==> config.mk <==
export PLATFORM = sky130hd
export DESIGN_NAME = branch_update_arbiter_flat
export DESIGN_NICKNAME = d
export VERILOG_FILES = /design/src/rtl/branch_update_if.sv /design/src/rtl/branch_update_arbiter.sv /design/src/flat_wrapper.sv
export SDC_FILE = /design/constraint.sdc
export NUM_CORES = 1
export LEC_CHECK = 0
export ABC_AREA = 1
export CORE_MARGIN = 5
export CORE_UTILIZATION = 40
export DETAILED_ROUTE_END_ITERATION = 10
export PLACE_DENSITY = 0.61
export SLEW_MARGIN = 20
export SYNTH_ARGS = -nofsm -noshare
export SYNTH_HDL_FRONTEND = slang
export SYNTH_SLANG_ARGS = --single-unit
==> constraint.sdc <==
create_clock -name clk -period 10.1 [get_ports clk]
set_clock_uncertainty 0.1 [all_clocks]
set_input_delay 2.02 -clock clk [delete_from_list [all_inputs] [get_ports clk]]
set_output_delay 2.02 -clock clk [all_outputs]
set_load 0.1 [all_outputs]
==> src/rtl/branch_update_if.sv <==
`default_nettype none
// ============================================================================
//  Module   : branch_update_if
//  Brief    : Two-requester branch update bus and single predictor update port.
//  Revision : 1.0 - initial release
// ============================================================================
interface branch_update_if #(
   parameter int ID_BITS = 6
);
   logic [1:0]              IN_valid;
   logic [1:0][31:0]        IN_addr;
   logic [1:0][31:0]        IN_dest;
   logic [1:0]              IN_taken;
   logic [1:0]              IN_isJump;
   logic [1:0][ID_BITS-1:0] IN_branchID;
   logic                    IN_flush;
   logic [1:0]              OUT_ready;
   logic                    OUT_branchValid;
   logic [31:0]             OUT_branchAddr;
   logic [31:0]             OUT_branchDest;
   logic                    OUT_branchTaken;
   logic                    OUT_branchIsJump;
   logic [ID_BITS-1:0]      OUT_branchID;
   logic                    OUT_full;

   modport master (
      output IN_valid, IN_addr, IN_dest, IN_taken, IN_isJump, IN_branchID, IN_flush,
      input  OUT_ready, OUT_branchValid, OUT_branchAddr, OUT_branchDest,
             OUT_branchTaken, OUT_branchIsJump, OUT_branchID, OUT_full
   );

   modport slave (
      input  IN_valid, IN_addr, IN_dest, IN_taken, IN_isJump, IN_branchID, IN_flush,
      output OUT_ready, OUT_branchValid, OUT_branchAddr, OUT_branchDest,
             OUT_branchTaken, OUT_branchIsJump, OUT_branchID, OUT_full
   );
endinterface
`default_nettype wire

==> src/rtl/branch_update_arbiter.sv <==
`default_nettype none
// ============================================================================
//  Module   : branch_update_arbiter
//  Brief    : Round-robin merge of two branch-unit updates into a FIFO that
//             drains one update per cycle to the predictor. Optional macro
//             BRANCH_UPDATE_FILTER_EN drops non-qualifying updates at accept.
//  Revision : 1.0 - initial release
// ============================================================================
module branch_update_arbiter #(
   parameter int DEPTH   = 4,
   parameter int ID_BITS = 6
) (
   input  wire logic          clk,
   input  wire logic          rst,
   branch_update_if.slave     bus
);
   localparam int c_PTR_W = (DEPTH > 1) ? $clog2(DEPTH) : 1;
   localparam int c_CNT_W = c_PTR_W + 1;
   localparam logic [c_CNT_W-1:0] c_DEPTH = c_CNT_W'(DEPTH);

   typedef struct packed {
      logic [31:0]        addr;
      logic [31:0]        dest;
      logic               taken;
      logic               is_jump;
      logic [ID_BITS-1:0] id;
   } entry_t;

   entry_t               mem_q [DEPTH];
   entry_t               mem_d [DEPTH];
   logic [c_PTR_W-1:0]   head_q, head_d, tail_q, tail_d;
   logic [c_CNT_W-1:0]   count_q, count_d;
   logic                 rr_q, rr_d;

   logic [1:0]           grant, ready;
   logic                 sel, filtered, room, accept, enq, deq, out_valid;
   entry_t               in_entry, head_entry;

   always_comb begin
      grant = bus.IN_valid;
      if (bus.IN_valid == 2'b11) begin
         grant = rr_q ? 2'b10 : 2'b01;
      end
      sel      = grant[1];
      in_entry = '{addr:    bus.IN_addr[sel],
                   dest:    bus.IN_dest[sel],
                   taken:   bus.IN_taken[sel],
                   is_jump: bus.IN_isJump[sel],
                   id:      bus.IN_branchID[sel]};
`ifdef BRANCH_UPDATE_FILTER_EN
      // Filtered requests never occupy a slot, so they may pass a full queue.
      filtered = !bus.IN_taken[sel] || (bus.IN_branchID[sel] != '1);
      room     = (count_q < c_DEPTH) || filtered;
`else
      filtered = 1'b0;
      room     = (count_q < c_DEPTH);
`endif
      ready  = grant & {2{room & !bus.IN_flush & !rst}};
      accept = |(bus.IN_valid & ready);
      enq    = accept & !filtered;
      deq    = (count_q != '0);

      mem_d = mem_q;
      if (enq) begin
         mem_d[tail_q] = in_entry;
      end
      head_d  = deq ? head_q + c_PTR_W'(1) : head_q;
      tail_d  = enq ? tail_q + c_PTR_W'(1) : tail_q;
      count_d = count_q + c_CNT_W'(enq) - c_CNT_W'(deq);
      rr_d    = accept ? !sel : rr_q;
      if (bus.IN_flush) begin
         head_d  = '0;
         tail_d  = '0;
         count_d = '0;
      end
   end

   always_ff @(posedge clk) begin
      if (rst) begin
         head_q  <= '0;
         tail_q  <= '0;
         count_q <= '0;
         rr_q    <= 1'b0;
      end else begin
         head_q  <= head_d;
         tail_q  <= tail_d;
         count_q <= count_d;
         rr_q    <= rr_d;
      end
   end

   always_ff @(posedge clk) begin
      mem_q <= mem_d;
   end

   // Head is consumed unconditionally whenever it is presented.
   always_comb begin
      head_entry           = mem_q[head_q];
      out_valid            = deq & !rst;
      bus.OUT_ready        = ready;
      bus.OUT_branchValid  = out_valid;
      bus.OUT_branchAddr   = out_valid ? head_entry.addr    : 32'd0;
      bus.OUT_branchDest   = out_valid ? head_entry.dest    : 32'd0;
      bus.OUT_branchTaken  = out_valid ? head_entry.taken   : 1'b0;
      bus.OUT_branchIsJump = out_valid ? head_entry.is_jump : 1'b0;
      bus.OUT_branchID     = out_valid ? head_entry.id      : '0;
      bus.OUT_full         = (count_q == c_DEPTH) & !rst;
   end
endmodule
`default_nettype wire
==> src/flat_wrapper.sv <==
// flat-port wrapper written by rule: the top's interface ports become plain ports
module branch_update_arbiter_flat 
#(
   parameter int DEPTH   = 4,
   parameter int ID_BITS = 6
)
  (clk, rst, bus_IN_valid, bus_IN_addr, bus_IN_dest, bus_IN_taken, bus_IN_isJump, bus_IN_branchID, bus_IN_flush, bus_OUT_ready, bus_OUT_branchValid, bus_OUT_branchAddr, bus_OUT_branchDest, bus_OUT_branchTaken, bus_OUT_branchIsJump, bus_OUT_branchID, bus_OUT_full);
  branch_update_if #(.ID_BITS(ID_BITS)) bus_i ();
  input  wire logic clk;
  input  wire logic rst;
  input wire logic [$bits(bus_i.IN_valid)-1:0] bus_IN_valid;
  input wire logic [$bits(bus_i.IN_addr)-1:0] bus_IN_addr;
  input wire logic [$bits(bus_i.IN_dest)-1:0] bus_IN_dest;
  input wire logic [$bits(bus_i.IN_taken)-1:0] bus_IN_taken;
  input wire logic [$bits(bus_i.IN_isJump)-1:0] bus_IN_isJump;
  input wire logic [$bits(bus_i.IN_branchID)-1:0] bus_IN_branchID;
  input wire logic [$bits(bus_i.IN_flush)-1:0] bus_IN_flush;
  output wire logic [$bits(bus_i.OUT_ready)-1:0] bus_OUT_ready;
  output wire logic [$bits(bus_i.OUT_branchValid)-1:0] bus_OUT_branchValid;
  output wire logic [$bits(bus_i.OUT_branchAddr)-1:0] bus_OUT_branchAddr;
  output wire logic [$bits(bus_i.OUT_branchDest)-1:0] bus_OUT_branchDest;
  output wire logic [$bits(bus_i.OUT_branchTaken)-1:0] bus_OUT_branchTaken;
  output wire logic [$bits(bus_i.OUT_branchIsJump)-1:0] bus_OUT_branchIsJump;
  output wire logic [$bits(bus_i.OUT_branchID)-1:0] bus_OUT_branchID;
  output wire logic [$bits(bus_i.OUT_full)-1:0] bus_OUT_full;
  assign bus_i.IN_valid = bus_IN_valid;
  assign bus_i.IN_addr = bus_IN_addr;
  assign bus_i.IN_dest = bus_IN_dest;
  assign bus_i.IN_taken = bus_IN_taken;
  assign bus_i.IN_isJump = bus_IN_isJump;
  assign bus_i.IN_branchID = bus_IN_branchID;
  assign bus_i.IN_flush = bus_IN_flush;
  assign bus_OUT_ready = bus_i.OUT_ready;
  assign bus_OUT_branchValid = bus_i.OUT_branchValid;
  assign bus_OUT_branchAddr = bus_i.OUT_branchAddr;
  assign bus_OUT_branchDest = bus_i.OUT_branchDest;
  assign bus_OUT_branchTaken = bus_i.OUT_branchTaken;
  assign bus_OUT_branchIsJump = bus_i.OUT_branchIsJump;
  assign bus_OUT_branchID = bus_i.OUT_branchID;
  assign bus_OUT_full = bus_i.OUT_full;
  branch_update_arbiter #(.DEPTH(DEPTH), .ID_BITS(ID_BITS)) u_core (.clk(clk), .rst(rst), .bus(bus_i));
endmodule
==> results by group <==
Outcome
  • Status: finished, final reports clean

STA
  • Hold_ws: roughly 0.38 ns
  • Fraction of the cycle the final worst path needs: 69.3%
  • Slew HR: 30.6%
  • Finish-stage setup viols: 0
  • Sum Neg Setup Slack: 0 ns
  • Final Hold Fails: 0
  • Slew Viols, Final: 0
  • Fmax: 143 MHz
  • Crit path time final: 6.99 ns
  • Unrepaired setup endpoints after global routing: no
  • Slew @ Worst Pin: ~1.0 ns

Final layout
  • FF/Latch Area: 8820 sq um
  • Fillers: 2740
  • Area occupied by multi-input gates: between 3000 and 4000 sq um
  • Util after Layout: 51.9%
  • Most frequent cells in the layout: 299 x nor2_1, 288 x edfxtp_1, 230 x nand2_1, 224 x clkdlybuf4s50_1, 130 x o21ai_0
  • Commonest non-fill, non-tap cell in the layout: nor2_1
  • Antenna fix cells: 0
  • Finished layout cell area: 15900 sq um
  • Area Overhead vs Synth: 27.5%
  • Ratio of cells with drive above 1 in the final layout: 4.23%
  • Final net count: approximately 1500

Worst setup path
  • Reg2Reg Depth: 8
  • Critical path required time: 7.98 ns
  • R2R Setup Slk: between 6 and 7 ns
  • Crit path max fanout: 73
  • Worst setup SP type: input pin
  • Kind of critical path: in -> out
  • Worst R2R Start: u_core.rr_q$_SDFFE_PP0P_
  • Critical path arrival: just under 5 ns
  • R2r endpoint: u_core.mem_q[156]$_DFFE_PP_
  • Worst Setup End Kind: output port

Clock network
  • Worst-case clock buffer depth: 3
  • Worst-skew pair later-pin latency: around 0.53 ns
  • Worst-path clk slew: 0.06 ns
  • Clock Tree Root: clkbuf_16
  • Post-CTS setup buffers: 0
  • Clock net sink count: 296
  • Cts bufs inserted: 30
  • H-Tree Depth: 1
  • # hold bufs at CTS: 0
  • CTS tree: yes
  • Post-CTS resize count: 0

GRT
  • Initial antenna violation count: 0
  • Total GRT Usage: 16.2%
  • Gr ovfl total: 0
  • First-pass GRT wire length: 46.4 mm
  • Largest net degree at the start of global routing: 81
  • Vias in the first global route: 8590

Floorplanning
  • Initial Utilization: 40.7%
  • Die area: 34800 sq um
  • Row count: 64
  • Die span in y: 187 um
  • I/O Pins: 225
  • Die W: 187 um
  • Core area: 30700 sq um

Synth
  • Cell variety after synth: 18
  • Post-synthesis mux area share: 0%
  • Biggest area consumer among synthesized cells: edfxtp_1
  • Synth Area per Inst: around 11 sq um
  • Xor and xnor area share after synthesis: 0%
  • Top post-synthesis cells by area: edfxtp_1 69%, nor2_1 9.1%, nand2_1 7.0%
  • Synth Register Bits: roughly 300
  • Area fraction in compound gates after synthesis: 8.95%
  • Syn Nets: around 1300
  • Synth top area share: approximately 70%
  • Largest family of logic cells by synthesized area: simple AND/OR/NAND/NOR gates
  • Synth Area in Simple Gates: 16.3%
  • Post-Syn Area: 12500 sq um
  • Post-synthesis sequential area ratio: 70.6%
  • Synth Area in Adders: 0.762%
  • Mapped Cells: 1155
  • Synth warnings: 0

Drt
  • Final wirelength: 29.7 mm
  • First-pass DRT Iterations: 5
  • DR WL/cell: roughly 17 um
  • Routed vias: a little under 9000
  • Via density per instance: 4.89
  • ANT nets after route: 0
  • Initial drt markers: 574
  • Residual DRC: 0

Place
  • Routability Congestion: 0.729
  • HPWL after DPL: 17.6 mm
  • DP Area: 15000 sq um
  • PortBufs: 224

Pwr
  • Logic pwr share: between 40% and 50%
  • Pwr Density: 259 nW/um^2
  • Pleak: 5.72 nW
  • Final Total Pwr: roughly 4 mW
  • Cell Int Power: about 2.4 mW
  • Clock power share: 24.6%
  • Switching power share of the total: 42.1%
  • Switch Pwr: ~1.7 mW
  • VDD IR max: 0.163 mV
  • Sequential share of power: 35.1%

Job
  • MaxCap Viol Count: 0

Worst hold path
  • Hold Crit Class: reg -> reg
  • WHS Endpoint: u_core.rr_q$_SDFFE_PP0P_
  • Hold_sp: u_core.rr_q$_SDFFE_PP0P_
  • Worst Hold Depth: 2
[area by class of cell]
class	instances	area share, %
Sequential cell	296	55.4
Multi-Input combinational cell	769	20.6
Timing Repair Buffer	238	14.8
Clock buffer	41	5.11
Tap cell	396	3.11
Inverter	21	0.511
Clock inverter	7	0.495
[layer usage]
| layer | track usage (%) | part of all wire (%) |
|---|---|---|
| met5 | 0 | 0 |
| met4 | 2.86 | 1.3 |
| met3 | 3.44 | 6.2 |
| met2 | 27.7 | 47 |
| met1 | 21.7 | 45 |
[worst max-delay path, cell delays in order]
cell             delay (ns)
clkdlybuf4s50_1        0.44
inv_1                  0.14
nand2_4                0.54
a21oi_1                0.49
clkdlybuf4s50_1        1.23
[synth_stat cells (all sizes together)]
cell	instances
nor2	303
edfxtp	288
nand2	232
o21ai	147
a21oi	76
buf	40
clkbuf	29
inv	21
dfxtp	8
ha	6
nand3	3
fa	1
nor3	1
[flip-flops by register name (all words and copies together) (netlist names)]
name and count:
u_core.rr_q 1, u_core.mem_q 288, u_core.count_q 3, u_core.head_q 2
u_core.tail_q 2
[worst max path at each step]
stage,from,depth (start not counted),end,slack (ns)
2_1_floorplan,bus_IN_flush,5,u_core.mem_q[0]$_DFFE_PP_,2.40
3_3_place_gp,rst,5,bus_OUT_branchAddr[23],3.06
3_5_place_dp,rst,5,bus_OUT_branchAddr[23],3.09
4_1_cts,rst,5,bus_OUT_branchAddr[23],3.08
5_1_grt,rst,5,bus_OUT_branchAddr[23],2.96
6_report,rst,5,bus_OUT_branchAddr[23],3.11
[power groups by stage]
stage	sequential (mW)	combinational [mW]	clock [mW]
after floorplan	1.46	1.26	0
after global placement	1.47	1.67	0
after detailed placement	1.47	1.68	0
after CTS	1.45	1.68	1.04
after global routing	1.45	1.76	1.09
final	1.45	1.66	1.01
[kinds of logic (layout without fill, tap and decap cells)]
group | count (synthesis) | count (layout)
and+or+nand+nor | 539 | 539
DFF | 296 | 296
AOI/OAI and AO/OA | 223 | 223
buffers and inverters | 90 | 307
adders and majority gates | 7 | 7
[per-stage QoR]
| step | setup slack, ns | std cells |
|---|---|---|
| 6_report | 3.11 | 1768 |
| 3_3_place_gp | 3.06 | 1720 |
| 4_1_cts | 3.08 | 1768 |
| 2_1_floorplan | 2.40 | 1155 |
| 5_1_grt | 2.96 | 1768 |
| 3_5_place_dp | 3.09 | 1720 |
Note: power is estimated with default switching activity, not from simulation.
